<file path="src/rtl/mult_iter_16b_pkg.sv">
// Shared definitions for the iterative shift-add multiplier: FSM states and default widths.
package mult_iter_16b_pkg;

    typedef enum logic [1:0] {
        IDLE = 2'b00,
        RUN  = 2'b01,
        DONE = 2'b10
    } mult_state_t;

    localparam int unsigned MULT_N     = 16;
    localparam int unsigned MULT_CNT_W = 5;

    // Partial-product operand: multiplicand gated by the current multiplier bit.
    function automatic logic [MULT_N-1:0] pp_select(input logic sel, input logic [MULT_N-1:0] mcand);
        return {MULT_N{sel}} & mcand;
    endfunction

endpackage

</file>
<file path="src/rtl/mult_iter_16b_if.sv">
// start/busy/done handshake plus operands and product between execute control and the multiplier.
interface mult_iter_16b_if #(
    parameter int unsigned N = 16
) ();

    logic           i_start;
    logic [N-1:0]   i_a;
    logic [N-1:0]   i_b;
    logic           o_busy;
    logic           o_done;
    logic [2*N-1:0] o_product;

    modport master (
        output i_start, i_a, i_b,
        input  o_busy, o_done, o_product
    );

    modport slave (
        input  i_start, i_a, i_b,
        output o_busy, o_done, o_product
    );

endinterface

</file>
<file path="src/rtl/mult_iter_16b_cla.sv">
// Combinational carry-lookahead adder: cascaded 4-bit CLA slices, carry ripples between slices.
module cla_16b #(
    parameter int unsigned W = 16
) (
    input  logic [W-1:0] i_a,
    input  logic [W-1:0] i_b,
    input  logic         i_c_in,
    output logic [W-1:0] o_sum,
    output logic         o_c_out
);

    logic [W/4:0] w_c;

    assign w_c[0] = i_c_in;

    for (genvar s = 0; s < W / 4; s++) begin : g_slice
        logic [3:0] w_g;
        logic [3:0] w_p;
        logic [3:0] w_ci;

        assign w_g = i_a[4*s +: 4] & i_b[4*s +: 4];
        assign w_p = i_a[4*s +: 4] ^ i_b[4*s +: 4];

        assign w_ci[0] = w_c[s];
        assign w_ci[1] = w_g[0] | (w_p[0] & w_c[s]);
        assign w_ci[2] = w_g[1] | (w_p[1] & w_g[0]) | (w_p[1] & w_p[0] & w_c[s]);
        assign w_ci[3] = w_g[2] | (w_p[2] & w_g[1]) | (w_p[2] & w_p[1] & w_g[0])
                       | (w_p[2] & w_p[1] & w_p[0] & w_c[s]);

        assign w_c[s+1] = w_g[3] | (w_p[3] & w_g[2]) | (w_p[3] & w_p[2] & w_g[1])
                        | (w_p[3] & w_p[2] & w_p[1] & w_g[0])
                        | (w_p[3] & w_p[2] & w_p[1] & w_p[0] & w_c[s]);

        assign o_sum[4*s +: 4] = w_p ^ w_ci;
    end

    assign o_c_out = w_c[W/4];

endmodule

</file>
<file path="src/rtl/mult_iter_16b.sv">
// Multi-cycle unsigned shift-add multiplier: one CLA add per cycle, product N+1 cycles after start.
module mult_iter_16b
    import mult_iter_16b_pkg::*;
#(
    parameter int unsigned N     = MULT_N,
    parameter int unsigned CNT_W = MULT_CNT_W
) (
    input  logic          i_clk,
    input  logic          i_rst,
    mult_iter_16b_if.slave bus
);

    if ((N % 4) != 0) begin : g_bad_n
        $error("mult_iter_16b: N must be a multiple of 4");
    end
    if ((2 ** CNT_W) <= N) begin : g_bad_cnt_w
        $error("mult_iter_16b: CNT_W too narrow, counter would wrap inside RUN");
    end

    mult_state_t     r_state;
    mult_state_t     w_state_nxt;
    logic [N-1:0]    r_mcand;
    logic [2*N-1:0]  r_acc;
    logic [CNT_W-1:0] r_count;
    logic [2*N-1:0]  r_product;

    logic            w_accept;
    logic            w_last;
    logic [N-1:0]    w_addend;
    logic [N-1:0]    w_sum;
    logic            w_c_out;
    logic [2*N-1:0]  w_acc_iter;

    assign w_accept   = ((r_state == IDLE) || (r_state == DONE)) && bus.i_start;
    assign w_last     = (r_count == CNT_W'(N - 1));
    assign w_addend   = {N{r_acc[0]}} & r_mcand;
    // Carry-out re-enters at the MSB so the shifted accumulator never loses it.
    assign w_acc_iter = {w_c_out, w_sum, r_acc[N-1:1]};

    cla_16b #(.W(N)) u_cla (
        .i_a     (r_acc[2*N-1:N]),
        .i_b     (w_addend),
        .i_c_in  (1'b0),
        .o_sum   (w_sum),
        .o_c_out (w_c_out)
    );

    always_comb begin
        w_state_nxt = r_state;
        case (r_state)
            IDLE:    if (bus.i_start) w_state_nxt = RUN;
            RUN:     if (w_last)      w_state_nxt = DONE;
            DONE:    w_state_nxt = bus.i_start ? RUN : IDLE;
            default: w_state_nxt = IDLE;
        endcase
    end

    always_ff @(posedge i_clk) begin
        if (i_rst) begin
            r_state   <= IDLE;
            r_mcand   <= '0;
            r_acc     <= '0;
            r_count   <= '0;
            r_product <= '0;
        end else begin
            r_state <= w_state_nxt;
            if (w_accept) begin
                r_mcand <= bus.i_a;
                r_acc   <= {{N{1'b0}}, bus.i_b};
                r_count <= '0;
            end else if (r_state == RUN) begin
                r_acc   <= w_acc_iter;
                r_count <= r_count + CNT_W'(1);
                if (w_last) r_product <= w_acc_iter;
            end
        end
    end

    assign bus.o_busy    = (r_state == RUN);
    assign bus.o_done    = (r_state == DONE);
    assign bus.o_product = r_product;

endmodule
</file>
<file path="src/flat_wrapper.sv">
// flat-port wrapper written by rule: the top's interface ports become plain ports
module mult_iter_16b_flat import mult_iter_16b_pkg::*;
#(
    parameter int unsigned N     = MULT_N,
    parameter int unsigned CNT_W = MULT_CNT_W
)
  (i_clk, i_rst, bus_i_start, bus_i_a, bus_i_b, bus_o_busy, bus_o_done, bus_o_product);
  mult_iter_16b_if #(.N(N)) bus_i ();
  input  logic i_clk;
  input  logic i_rst;
  input wire logic [$bits(bus_i.i_start)-1:0] bus_i_start;
  input wire logic [$bits(bus_i.i_a)-1:0] bus_i_a;
  input wire logic [$bits(bus_i.i_b)-1:0] bus_i_b;
  output wire logic [$bits(bus_i.o_busy)-1:0] bus_o_busy;
  output wire logic [$bits(bus_i.o_done)-1:0] bus_o_done;
  output wire logic [$bits(bus_i.o_product)-1:0] bus_o_product;
  assign bus_i.i_start = bus_i_start;
  assign bus_i.i_a = bus_i_a;
  assign bus_i.i_b = bus_i_b;
  assign bus_o_busy = bus_i.o_busy;
  assign bus_o_done = bus_i.o_done;
  assign bus_o_product = bus_i.o_product;
  mult_iter_16b #(.N(N), .CNT_W(CNT_W)) u_core (.i_clk(i_clk), .i_rst(i_rst), .bus(bus_i));
endmodule
</file>
<file path="config.mk">
export PLATFORM = sky130hd
export DESIGN_NAME = mult_iter_16b_flat
export DESIGN_NICKNAME = d
export VERILOG_FILES = /design/src/rtl/mult_iter_16b_pkg.sv /design/src/rtl/mult_iter_16b_if.sv /design/src/rtl/mult_iter_16b_cla.sv /design/src/rtl/mult_iter_16b.sv /design/src/flat_wrapper.sv
export SDC_FILE = /design/constraint.sdc
export NUM_CORES = 1
export LEC_CHECK = 0
export BUFFER_PORTS_ARGS = -buffer_cell sky130_fd_sc_hd__buf_4
export CAP_MARGIN = 20
export CORE_MARGIN = 2
export CORE_UTILIZATION = 55
export DETAILED_ROUTE_END_ITERATION = 12
export GPL_TIMING_DRIVEN = 0
export PLACE_DENSITY = 0.85
export SYNTH_ARGS = -nofsm -noshare
export SYNTH_HDL_FRONTEND = slang
export SYNTH_SLANG_ARGS = --single-unit
</file>
<file path="constraint.sdc">
create_clock -name i_clk -period 3.9 [get_ports i_clk]
set_clock_uncertainty 0.1 [all_clocks]
set_input_delay 0.195 -clock i_clk [delete_from_list [all_inputs] [get_ports i_clk]]
set_output_delay 0.195 -clock i_clk [all_outputs]
set_load 0.01 [all_outputs]
</file>
==> out/qor.yml <==
met1Wirelength_mm: 4.26
insertion_delay_ns: 0.37
die_h_um: 88.2
yosysUniqueCellTypes: 44
cts_root_buffer: "clkbuf_8"
status: "complete, no violations"
drive_gt1_share_pct: 16.7
power_density_mw_per_mm2: 372
post-place-ws_ns: 0.529
startpoint_type: "flop"
p_sw_mw: 0.492
yosys_warnings: 0
antenna_found_initial: 0
slowest_delay_ns: 0.47
p_leak_nw: 2.02
via_per_inst: 5.57
overflow: 0
final_common_cell: "nand2_1"
cts_tree: "built"
antennaDiodeCount: 0
worstPathRequired_ns: 4.07
worst_r2r_startpoint: "u_core.r_acc[0]$_SDFFE_PP0P_"
drt_iter0_drc: 167
final_util_pct: 71.5
ios: 69
drt-pass1-iter-count: 4
synth_cells: 463
holdCritStartpoint: "bus_i_a[5]"
clkSinkCount: 87
crit_family: "compound AO/OA/AOI/OAI gates"
setup_viol: 0
cts_buffers: 9
rr_worst_depth: 11
die_x_um: 88.2
cts_buffer_depth: 2
ys_ff_latch: 87
rsz0062_at_grt: "no"
synth_top_area_share_pct: 44.7
areaGrowthSynthToFinish_pct: 25.4
final_cell_mix: "95 x nand2_1, 87 x dfxtp_1, 68 x buf_4"
synthTopCellsByArea: "dfxtp_1 45%, nand2_1 9.2%, a21oi_1 6.4%"
criticalPathCategory: "reg2reg"
synth_nets: 520
wl_met3_um: 584
ys_seq_area_share_pct: 44.7
highest_layer: "met4"
dp_hpwl_mm: 7.13
cp.arrival_ns: 3.61
seqCellArea_mm2: 0.00174
core_area_mm2: 0.00683
grt_pass1_vias: 3407
min_path_type: "in2reg"
crit_fanout: 10
layout_setup_ws_ns: 0.458
finalCritPeriodShare_pct: 88.3
pwr-share-comb_pct: 11.1
hold_path_depth: 3
grt_max_degree: 17
crit_buf_inv: 1
swShare_pct: 27.0
grt_usage_pct: 26.8
cp_slowest_cell: "dfxtp_1"
worst_hold_slack_ns: 0.0198
portBuffers: 68
rr_endpoint: "u_core.r_acc[28]$_SDFFE_PP0P_"
min_to: "u_core.r_mcand[5]$_SDFFE_PP0P_"
rrSetupSlack_ns: 0.46
tns_ns: 0
vias: 3668
worst_slew_pin_slew_ns: 0.635
gp_congestion: 0.927
row_count: 30
wirelength_mm: 9.98
grt_pass1_wl_mm: 16.0
endpoint_kind: "flop"
syn_area_per_cell_um2: 8.41
routedWlPerCell_um: 15.2
fmax_mhz: 291
path_cells: "clkbuf_1, and2_1, ha_1, a21o_1, a21oi_1, o31ai_4, a221oi_2, o21bai_1, fa_1, xnor2_1, a211oi_1"
syn_area_mm2: 0.00389
fin_nets: 614
clk_pin_slew_ns: 0.10
wl_met2_mm: 4.90
max_slew_margin_pct: 57.7
finalMaxSlewViolations: 0
fillers: 554
final-hold-violation-count: 0
ir_drop_mv: 0.245
initial_core_util_pct: 57.0
synth_area_leader_cell: "dfxtp_1"
htree_levels: 3
ant_nets: 0
period_needed_ns: 3.44
pwr-share-clk_pct: 36.9
dieArea_mm2: 0.00777
route.detailed.drc: 0
multi_input_area_mm2: 0.00202
postCtsResizedCells: 0
p_int_mw: 1.33
p_seq_share_pct: 52.0
cap_violations: 0
timing repair:
item | CTS | global route
setup endpoints to repair | 0 | 0
endpoints found under the hold margin | 15 | 0
setup buffers | 0 | 0
hold buffers | 15 | 0
power by group through the flow:
stage | logic [mW] | clock network (mW) | registers, mW
after floorplan | 0.119 | 0 | 0.959
after global placement | 0.178 | 0 | 0.964
after detailed placement | 0.185 | 0 | 0.966
after CTS | 0.199 | 0.673 | 0.946
after global routing | 0.222 | 0.704 | 0.950
final | 0.201 | 0.672 | 0.947
worst max path at each step:
stage / to / slack (ns) / depth (start not counted) / from
finish: u_core.r_acc[28]$_SDFFE_PP0P_ / 0.46 / 11 / u_core.r_acc[0]$_SDFFE_PP0P_
global route: u_core.bus.o_product[28]$_SDFFE_PP0P_ / 0.16 / 11 / u_core.r_acc[0]$_SDFFE_PP0P_
CTS: u_core.r_acc[28]$_SDFFE_PP0P_ / 0.44 / 11 / u_core.r_acc[0]$_SDFFE_PP0P_
detailed placement: u_core.r_acc[28]$_SDFFE_PP0P_ / 0.53 / 11 / u_core.r_acc[0]$_SDFFE_PP0P_
global placement: u_core.bus.o_product[28]$_SDFFE_PP0P_ / 0.54 / 11 / u_core.r_acc[0]$_SDFFE_PP0P_
floorplan: u_core.bus.o_product[28]$_SDFFE_PP0P_ / 1.00 / 11 / u_core.r_acc[0]$_SDFFE_PP0P_
metrics by stage:
step                      cell area [um^2]  std cells  power [mW]
after floorplan                       3890        463        1.08
after global placement                4530        627        1.14
after detailed placement              4530        627        1.15
after CTS                             4890        658        1.82
after global routing                  4890        658        1.88
final                                 4890        658        1.82
state kept, by name, summed over array words and instances (netlist names):
name / cells
u_core.bus.o_product: 32
u_core.r_acc: 32
u_core.r_state: 2
u_core.r_count: 5
u_core.r_mcand: 16
area by class of cell:
cell class                 count  area share (%)
tap                           96            2.46
buffer                        31            2.43
sequential                    87            35.6
clock inverter                 6            1.49
clock buffer                  10            2.82
inverter                       4           0.307
multi-input combinational    341            41.3
timing repair buffer          83            13.5
tightest hold or removal path, delay by kind of cell:
kind	cells	cell delay, ns
buffers and inverters	1	0.11
AOI/OAI and AO/OA	1	0.06
and+or+nand+nor	1	0.08
cells in the mapped netlist (all sizes together):
| cell type | instances |
|---|---|
| a211oi | 10 |
| a21o | 5 |
| a21oi | 50 |
| a221oi | 1 |
| a311oi | 1 |
| a31oi | 5 |
| a41o | 1 |
| a41oi | 1 |
| and2 | 17 |
| and3 | 2 |
| and4 | 1 |
| buf | 3 |
| clkbuf | 28 |
| clkinv | 1 |
| dfxtp | 87 |
| fa | 4 |
| ha | 18 |
| inv | 3 |
| mux2i | 1 |
| nand2 | 95 |
| nand2b | 6 |
| nand3 | 8 |
| nand3b | 4 |
| nand4 | 3 |
| nand4b | 2 |
| nor2 | 37 |
| nor2b | 2 |
| nor3 | 19 |
| o211ai | 2 |
| o21ai | 6 |
| o21bai | 2 |
| o22ai | 16 |
| o311ai | 1 |
| o31ai | 3 |
| or3 | 3 |
| or4 | 4 |
| xnor2 | 8 |
| xor2 | 3 |
layer usage:
metal | track usage [%] | vias up
met1 | 34.8 | 1719
met5 | 0 | -
li1 | - | 1795
met2 | 43.7 | 133
met3 | 4.43 | 21
met4 | 12.9 | 0
cell families after synthesis:
logic type               synth area share, %
AND/OR/NAND/NOR                         23.9
AO/OA/AOI/OAI                           17.4
flip-flops                              44.7
buffers and inverters                   3.44
adder cells (fa/ha/maj)                 7.84
XOR/XNOR                                2.47
multiplexers                           0.257
Note: power is estimated with default switching activity, not from simulation.
